### src/rtl/uart_tx_fifo.sv
// Buffered UART transmitter: FIFO-queued bytes serialised LSB-first with CTS gating.
// Optional even parity bit compiled in with `define UART_TX_PARITY_EN.
`timescale 1ns/1ps
module uart_tx_fifo #(
  parameter int CLK_DIV   = 417,
  parameter int DATA_BITS = 8,
  parameter int STOP_BITS = 1,
  parameter int FIFO_AW   = 4
) (
  input  logic                 clk,
  input  logic                 rst,
  input  logic [DATA_BITS-1:0] wr_data,
  input  logic                 wr_en,
  input  logic                 cts_n,
  output logic                 full,
  output logic                 empty,
  output logic [FIFO_AW:0]     level,
  output logic                 overflow,
  output logic                 busy,
  output logic                 txd
);

  localparam int TW    = $clog2(CLK_DIV);
  localparam int DEPTH = 1 << FIFO_AW;
  localparam logic [TW-1:0] RELOAD = TW'(CLK_DIV - 1);

  typedef enum logic [2:0] {
    S_IDLE,
    S_START,
    S_DATA,
`ifdef UART_TX_PARITY_EN
    S_PARITY,
`endif
    S_STOP
  } state_t;

  state_t                 state, state_d;
  logic [TW-1:0]          timer, timer_d;
  logic [3:0]             cnt, cnt_d;
  logic [DATA_BITS-1:0]   shift, shift_d;
  logic                   txd_q, txd_d;
  logic                   pop;
  logic                   wr_ok;
  logic                   start_ok;
  logic                   tick;
  logic [FIFO_AW:0]       wr_ptr, rd_ptr;
  logic [DATA_BITS-1:0]   mem [DEPTH];
  logic [DATA_BITS-1:0]   head;
`ifdef UART_TX_PARITY_EN
  logic                   parity_q, parity_d;
`endif

  // Extra pointer bit distinguishes full from empty when the indices match.
  assign level    = wr_ptr - rd_ptr;
  assign empty    = (wr_ptr == rd_ptr);
  assign full     = (level == (FIFO_AW + 1)'(DEPTH));
  assign wr_ok    = wr_en && !full;
  assign head     = mem[rd_ptr[FIFO_AW-1:0]];
  assign start_ok = !empty && !cts_n;
  assign tick     = (timer == '0);
  assign busy     = (state != S_IDLE);
  assign txd      = txd_q;

  always_comb begin
    state_d = state;
    timer_d = timer;
    cnt_d   = cnt;
    shift_d = shift;
    pop     = 1'b0;
`ifdef UART_TX_PARITY_EN
    parity_d = parity_q;
`endif
    case (state)
      S_IDLE: begin
        if (start_ok) begin
          pop     = 1'b1;
          state_d = S_START;
          timer_d = RELOAD;
          shift_d = head;
`ifdef UART_TX_PARITY_EN
          parity_d = ^head;
`endif
        end
      end
      S_START: begin
        if (tick) begin
          state_d = S_DATA;
          timer_d = RELOAD;
          cnt_d   = '0;
        end else begin
          timer_d = timer - 1'b1;
        end
      end
      S_DATA: begin
        if (tick) begin
          timer_d = RELOAD;
          shift_d = shift >> 1;
          if (cnt == 4'(DATA_BITS - 1)) begin
            cnt_d = '0;
`ifdef UART_TX_PARITY_EN
            state_d = S_PARITY;
`else
            state_d = S_STOP;
`endif
          end else begin
            cnt_d = cnt + 1'b1;
          end
        end else begin
          timer_d = timer - 1'b1;
        end
      end
`ifdef UART_TX_PARITY_EN
      S_PARITY: begin
        if (tick) begin
          state_d = S_STOP;
          timer_d = RELOAD;
          cnt_d   = '0;
        end else begin
          timer_d = timer - 1'b1;
        end
      end
`endif
      S_STOP: begin
        if (tick) begin
          if (cnt == 4'(STOP_BITS - 1)) begin
            cnt_d = '0;
            // Chain straight into the next frame so there is no idle gap.
            if (start_ok) begin
              pop     = 1'b1;
              state_d = S_START;
              timer_d = RELOAD;
              shift_d = head;
`ifdef UART_TX_PARITY_EN
              parity_d = ^head;
`endif
            end else begin
              state_d = S_IDLE;
            end
          end else begin
            cnt_d   = cnt + 1'b1;
            timer_d = RELOAD;
          end
        end else begin
          timer_d = timer - 1'b1;
        end
      end
      default: state_d = S_IDLE;
    endcase

    // Line level follows the next state so txd stays a plain register.
    case (state_d)
      S_START: txd_d = 1'b0;
      S_DATA:  txd_d = shift_d[0];
`ifdef UART_TX_PARITY_EN
      S_PARITY: txd_d = parity_d;
`endif
      default: txd_d = 1'b1;
    endcase
  end

  always_ff @(posedge clk or posedge rst) begin
    if (rst) begin
      state    <= S_IDLE;
      timer    <= '0;
      cnt      <= '0;
      shift    <= '0;
      txd_q    <= 1'b1;
      wr_ptr   <= '0;
      rd_ptr   <= '0;
      overflow <= 1'b0;
`ifdef UART_TX_PARITY_EN
      parity_q <= 1'b0;
`endif
    end else begin
      state  <= state_d;
      timer  <= timer_d;
      cnt    <= cnt_d;
      shift  <= shift_d;
      txd_q  <= txd_d;
`ifdef UART_TX_PARITY_EN
      parity_q <= parity_d;
`endif
      if (wr_ok)
        wr_ptr <= wr_ptr + 1'b1;
      if (pop)
        rd_ptr <= rd_ptr + 1'b1;
      if (wr_en && full)
        overflow <= 1'b1;
    end
  end

  always_ff @(posedge clk) begin
    if (wr_ok)
      mem[wr_ptr[FIFO_AW-1:0]] <= wr_data;
  end

endmodule

### config.mk
export PLATFORM = sky130hd
export DESIGN_NAME = uart_tx_fifo
export DESIGN_NICKNAME = d
export VERILOG_FILES = /design/src/rtl/uart_tx_fifo.sv
export SDC_FILE = /design/constraint.sdc
export NUM_CORES = 1
export LEC_CHECK = 0
export BUFFER_PORTS_ARGS = -buffer_cell sky130_fd_sc_hd__buf_2
export CAP_MARGIN = 20
export CORE_ASPECT_RATIO = 0.75
export CORE_UTILIZATION = 40
export DETAILED_ROUTE_END_ITERATION = 8
export GPL_TIMING_DRIVEN = 0
export HOLD_SLACK_MARGIN = 0.05
export PLACE_DENSITY = 0.63
export SYNTH_ARGS = -nofsm -noshare
export SYNTH_HDL_FRONTEND = slang
export SYNTH_SLANG_ARGS = --single-unit
### constraint.sdc
create_clock -name clk -period 3.68 [get_ports clk]
set_input_delay 0.368 -clock clk [delete_from_list [all_inputs] [get_ports clk]]
set_output_delay 0.368 -clock clk [all_outputs]
set_load 0.1 [all_outputs]
**After elaboration in Yosys (flattened, before gate mapping)**

Memory sizes are Yosys's and may differ from the RTL's.
Index checks and enable logic that the tools add are counted.

- Output and inout port bits: 10
- Bits of input ports: 12
- Memories kept: 1
- Memory bits (writable): 128
- Bits in registers: 36

- Equal/unequal tests: 12
- Add/subtract/negate cells: 5
- Muxes and demuxes: 31
- Reductions and logical operators: 16

Memory list:

| name | depth | bits a word | read ports | clocked after memory_dff | wr ports | RTL line | text |
|---|---|---|---|---|---|---|---|
| mem | 16 | 8 | 1 | 0 | 1 | 47 | `logic [DATA_BITS-1:0] mem [DEPTH];` |

Operators by type and width:

| cell | count |
|---|---|
| $mux 9 | 4 |
| $mux 8 | 4 |
| $pmux 9 s3 | 1 |
| $pmux 8 s3 | 1 |
| $mux 4 | 5 |
| $mux 3 | 6 |
| $pmux 3 s4 | 1 |
| $pmux 4 s3 | 1 |
| $reduce_bool 3->1 | 4 |
| $add 5x1->5 const B | 2 |
| $eq 3x2->1 const B | 3 |
| $logic_not 9->1 | 1 |
| $sub 9x1->9 const B | 1 |
| $ne 2x2->1 const B | 4 |
| $reduce_and 4->1 | 2 |
| $eq 3x1->1 const B | 2 |
| $mux 1 | 6 |
| $eq 5x5->1 | 1 |
| $eq 5x5->1 const B | 1 |
| $sub 5x5->5 | 1 |
| $add 4x1->4 const B | 1 |
| $eq 4x3->1 const B | 1 |
| $logic_not 4->1 | 1 |
| $pmux 1 s2 | 2 |
| other kinds (4) | 8 |

**Longest topological paths before layout**

- Depth after elaboration: 9
- Gate-level depth with buffers: 11
- Depth with buffers taken out: 8

**Worst setup path before layout**

No wires, ideal clock.

- Path kind: reg2out
- Start: register rd_ptr[3]
- End: output full
- Buffers on the path: 2
- Slack: -0.728 ns
- Data required time: 3.312 ns
- Stages on the path, launching flop included: 9
- Data arrival time: 4.040 ns
- Cell sequence: dfrtp_1 clkbuf_1 inv_1 clkbuf_1 ha_1 nor2_1 a21oi_1 xor2_1 and3_1

- Longest elaborated chain between the ends: 2

Ends and longest elaborated chain:

| what | RTL line | text |
|---|---|---|
| from (decl) | 46 | `logic [FIFO_AW:0] wr_ptr, rd_ptr;` |
| from (signal assigned) | 186 | `rd_ptr <= rd_ptr + 1'b1;` |
| $sub 5x5->5 | 54 | `assign level = wr_ptr - rd_ptr;` |
| net level[4] | 17 | `output logic [FIFO_AW:0] level,` |
| $eq 5x5->1 | 56 | `assign full = (level == (FIFO_AW + 1)'(DEPTH));` |
| to (decl) | 15 | `output logic full,` |

The timed path passes the listed nets, and every way through them passes these cells.

**Worst setup path in the final report**

- Start: register rd_ptr[3]
- End: output full

- Longest elaborated chain between the ends: 2

Ends and longest elaborated chain:

| what | RTL line |
|---|---|
| $sub 5x5->5 | 54 |
| $eq 5x5->1 | 56 |

No other way between the ends.

==> results.md <==
* Syn_nets at 512
* Fin crit period at about 3.5 ns
* Core area at 17,200 um^2
* Hpwl dp at 10,200 um
* GR Util met3 at 3.39%
* Initial core utilization at around two fifths
* CP startpoint kind: flop
* Leakage at slightly above 3 nW
* Inserted Clock Buffers at 17
* Global route hottest layer: met2
* Detailed Routing Iterations Pass 1 at 5
* Cell variety after synth at between 50 and 60
* F_max at 0.287 GHz
* Cell chain of the critical path: clkbuf_1 -> inv_1 -> clkbuf_1 -> ha_1 -> nor2_1 -> a21oi_1 -> xor2_4 -> and3_1 -> buf_4
* Post-synthesis mux area share at 10.0%
* FFs w/ async S/R, synth at 22.0%
* Dpl cell area at 7600 um^2
* Max-slew headroom at 48.3%
* Register area share after synthesis at between 60% and 70%
* Root buf cell: clkbuf_16
* CP bufs+invs at 4
* Finished Core Util at ~48%
* Core Rows at 41
* Yosys top cell by area: edfxtp_1
* Max stage delay cell, worst path: ha_1
* Syn avg cell area at 14.7 um^2
* Post-synth top cells: edfxtp_1 (128), nand2_1 (36), dfrtp_1 (35)
* MaxCap Viol Count at 0
* First-pass GRT wire length at ~23,000 um
* Post-synthesis xor/xnor area fraction at 1.83%
* Finished Cell Area at 8240 um^2
* Proportion of layout cells with a drive suffix above 1 at between 10% and 20%
* Mapped Area at 7160 um^2
* GRT overflow at 0
* Post-synthesis cell count at 486
* CP Capture Type: output pin
* Clk pwr share at between 20% and 30%
* Via Count at 4,237
* Residual DRC count at 0
* Met2 Use GR at approximately a quarter
* Post-Synth Simple-Gate Area at 10.0%
* Vias in the first global route at between 4,000 and 5,000
* Largest family of logic cells by synthesized area: simple AND/OR/NAND/NOR gates
* Clock latency on the worst-skew pair at 0.44 ns
* Crit Path Max Fanout at 10
* WL final at 15,200 um
* #FFs+latches synth at around 160
* Crit path max-delay family: buffers and inverters
* 1st-iter DRT viols at 320
* Power per cell area at 894 nW/um^2
* Initial antenna violation count at 0
* Hold Path Class: primary input to asynchronous set/reset pin
* Status: complete, no violations
* # IOs at 22
* Combinational power share at about two fifths
* Antenna cells at 0
* WL per Instance at a little under 20 um
* Synth area leaders: edfxtp_1 (54%), dfrtp_1 (12%), mux4_2 (6.3%)
* Htree depth at 4
* Sequential power share at 33.5%
* Clock tree sinks at approximately 160
* Seq. cell area at between 4000 and 5000 um^2
* Worst Tran Pin Value at approximately 0.77 ns
* DIE AREA at 18,500 um^2
* Number of synthesized flops with an enable pin at 128
* Data required, critical path at 3.31 ns
* Final setup violation count at 0
* # hold bufs at CTS at 0
* Total track usage at 17.2%
* Crit path top cell by count: clkbuf_1
* Pre-CTS WS at -0.317 ns
* Top FF cell, synth: edfxtp_1
* Maximum vdd drop at 0.000842 V
* Synth Area in Compound Gates at 6.93%
* Yosys warning total at 0
* Psw at 3.09 mW
* Routed Antenna Nets at 0
* Largest net degree at the start of global routing at 37
* Final setup skew at roughly 0.021 ns
* Endpoints failing hold at 0
* Final GP Congestion at 0.813
* CP max stage delay at 0.44 ns
* Drt via density at 5.46
* Setup WS post-layout at 0.197 ns
* Fill cell count at 1,455
* WP data arrival at 3.12 ns
* Int Pwr at around 4.3 mW
* CTS tree: yes
* Die height at 118 um
* Area of the multi-input gates at 2290 um^2
* Fin. max-slew vios at 0
* Cell with the most instances after synthesis: edfxtp_1
* Synth Area in Adders at 2.55%
* Sw Share at 42.0%
* Clock Tree Buf Depth at 2
* Port Buffers at 21
* Clk slew on worst S/H paths at 0.07 ns
* Area Growth Syn to Fin at 15.0%
* CP Class: flop to output pin
* Final #Nets at 553
* Period utilization at 94.6%
* Die W at 157 um
* RSZ-0062 raised after global routing: true
* Top-area cell type share of the netlist area at 53.7%
* GR Layer Usage met1 at 24.5%
-- worst paths after layout --
kind,startpoint,to,slack [ns],depth (start not counted)
max reg2reg,rd_ptr[3],mem[3][5],0.23,9
min in group clk,wr_en,overflow,0.19,2
min reg2reg,overflow,overflow,0.45,1
min,rst,overflow,0.06,2
max,rd_ptr[3],full,0.20,9
max in group asynchronous,rst,timer[2],3.10,2
-- metal layers --
layer  share of wire [%]  wire length, um
met1                  47             7070
met2                  48             7220
met3                 4.8              729
met4                 1.0              159
met5                   0                0
-- repair_timing --
item / in CTS / in global routing
pin swaps: 1 / 0
buffers inserted: 1 / 0
setup endpoints to repair: 106 / 89
resized for setup: 11 / 3
-- registers in the layout, summed over array words and instances (netlist names) --
name	count
mem	128
timer	9
shift	8
rd_ptr	5
wr_ptr	5
cnt	4
state	3
overflow	1
txd	1
-- cells in the final DEF (no fill, tap or decap), types with 3 or more instances in the layout --
| cell type | synthesis | final |
|---|---|---|
| edfxtp_1 | 128 | 128 |
| nand2_1 | 36 | 36 |
| dfrtp_1 | 35 | 35 |
| nor2_1 | 24 | 24 |
| mux2i_1 | 24 | 24 |
| buf_2 | 5 | 23 |
| mux4_2 | 20 | 20 |
| inv_1 | 20 | 19 |
| clkbuf_16 | 0 | 17 |
| a21oi_1 | 16 | 16 |
| ha_1 | 13 | 13 |
| nor3_1 | 11 | 11 |
| o21ai_0 | 11 | 11 |
| clkbuf_1 | 11 | 10 |
| and3_1 | 19 | 10 |
| and3_2 | 0 | 9 |
| nand3_1 | 8 | 8 |
| o22ai_1 | 8 | 8 |
| xnor2_1 | 8 | 7 |
| a31oi_1 | 8 | 7 |
| xor2_1 | 7 | 6 |
| o221ai_1 | 6 | 6 |
| a221o_1 | 6 | 6 |
| and2_1 | 6 | 6 |
| inv_8 | 0 | 6 |
| nor2b_1 | 5 | 5 |
| buf_4 | 1 | 5 |
| nand2b_1 | 4 | 4 |
| nand4_1 | 4 | 4 |
| and4_1 | 3 | 3 |
| a211oi_1 | 3 | 3 |
-- layout make-up --
class                   instances  area share, %
plain buffers                  18           1.06
clock buffers                  17           5.16
clock inverters                15           2.31
inverters                      21          0.957
multi-input cells             282           27.8
flip-flops and latches        164           57.6
well taps                     236           3.58
repair buffers                 23           1.49
-- stage by stage --
| step | TNS [ns] | instances | power (mW) | hold WS (ns) |
|---|---|---|---|---|
| 2_1_floorplan | 0 | 486 | 4.85 | 0.457 |
| 5_1_grt | 0 | 776 | 7.70 | 0.133 |
| 4_1_cts | 0 | 776 | 7.40 | 0.0929 |
| 3_5_place_dp | -22.15 | 744 | 5.52 | 0.442 |
| 3_3_place_gp | -18.14 | 743 | 5.46 | 0.435 |
| 6_report | 0 | 776 | 7.37 | 0.0636 |
-- cells by family after synthesis --
kind of cell / after synthesis
fa+ha+maj: 14
compound gates: 73
other cells: 1
mux: 46
flops: 164
buf+inv: 40
xor+xnor: 15
simple gates: 133
-- power by group through the flow --
stage                     Combinational, mW  Clock [mW]  Sequential [mW]
final                                  3.06        1.84             2.47
after global routing                   3.26        1.93             2.50
after CTS                              3.07        1.87             2.46
after detailed placement               3.02           0             2.50
after global placement                 2.97           0             2.49
after floorplan                        2.35           0             2.51
No activity file was read; power rests on OpenSTA's default activity.
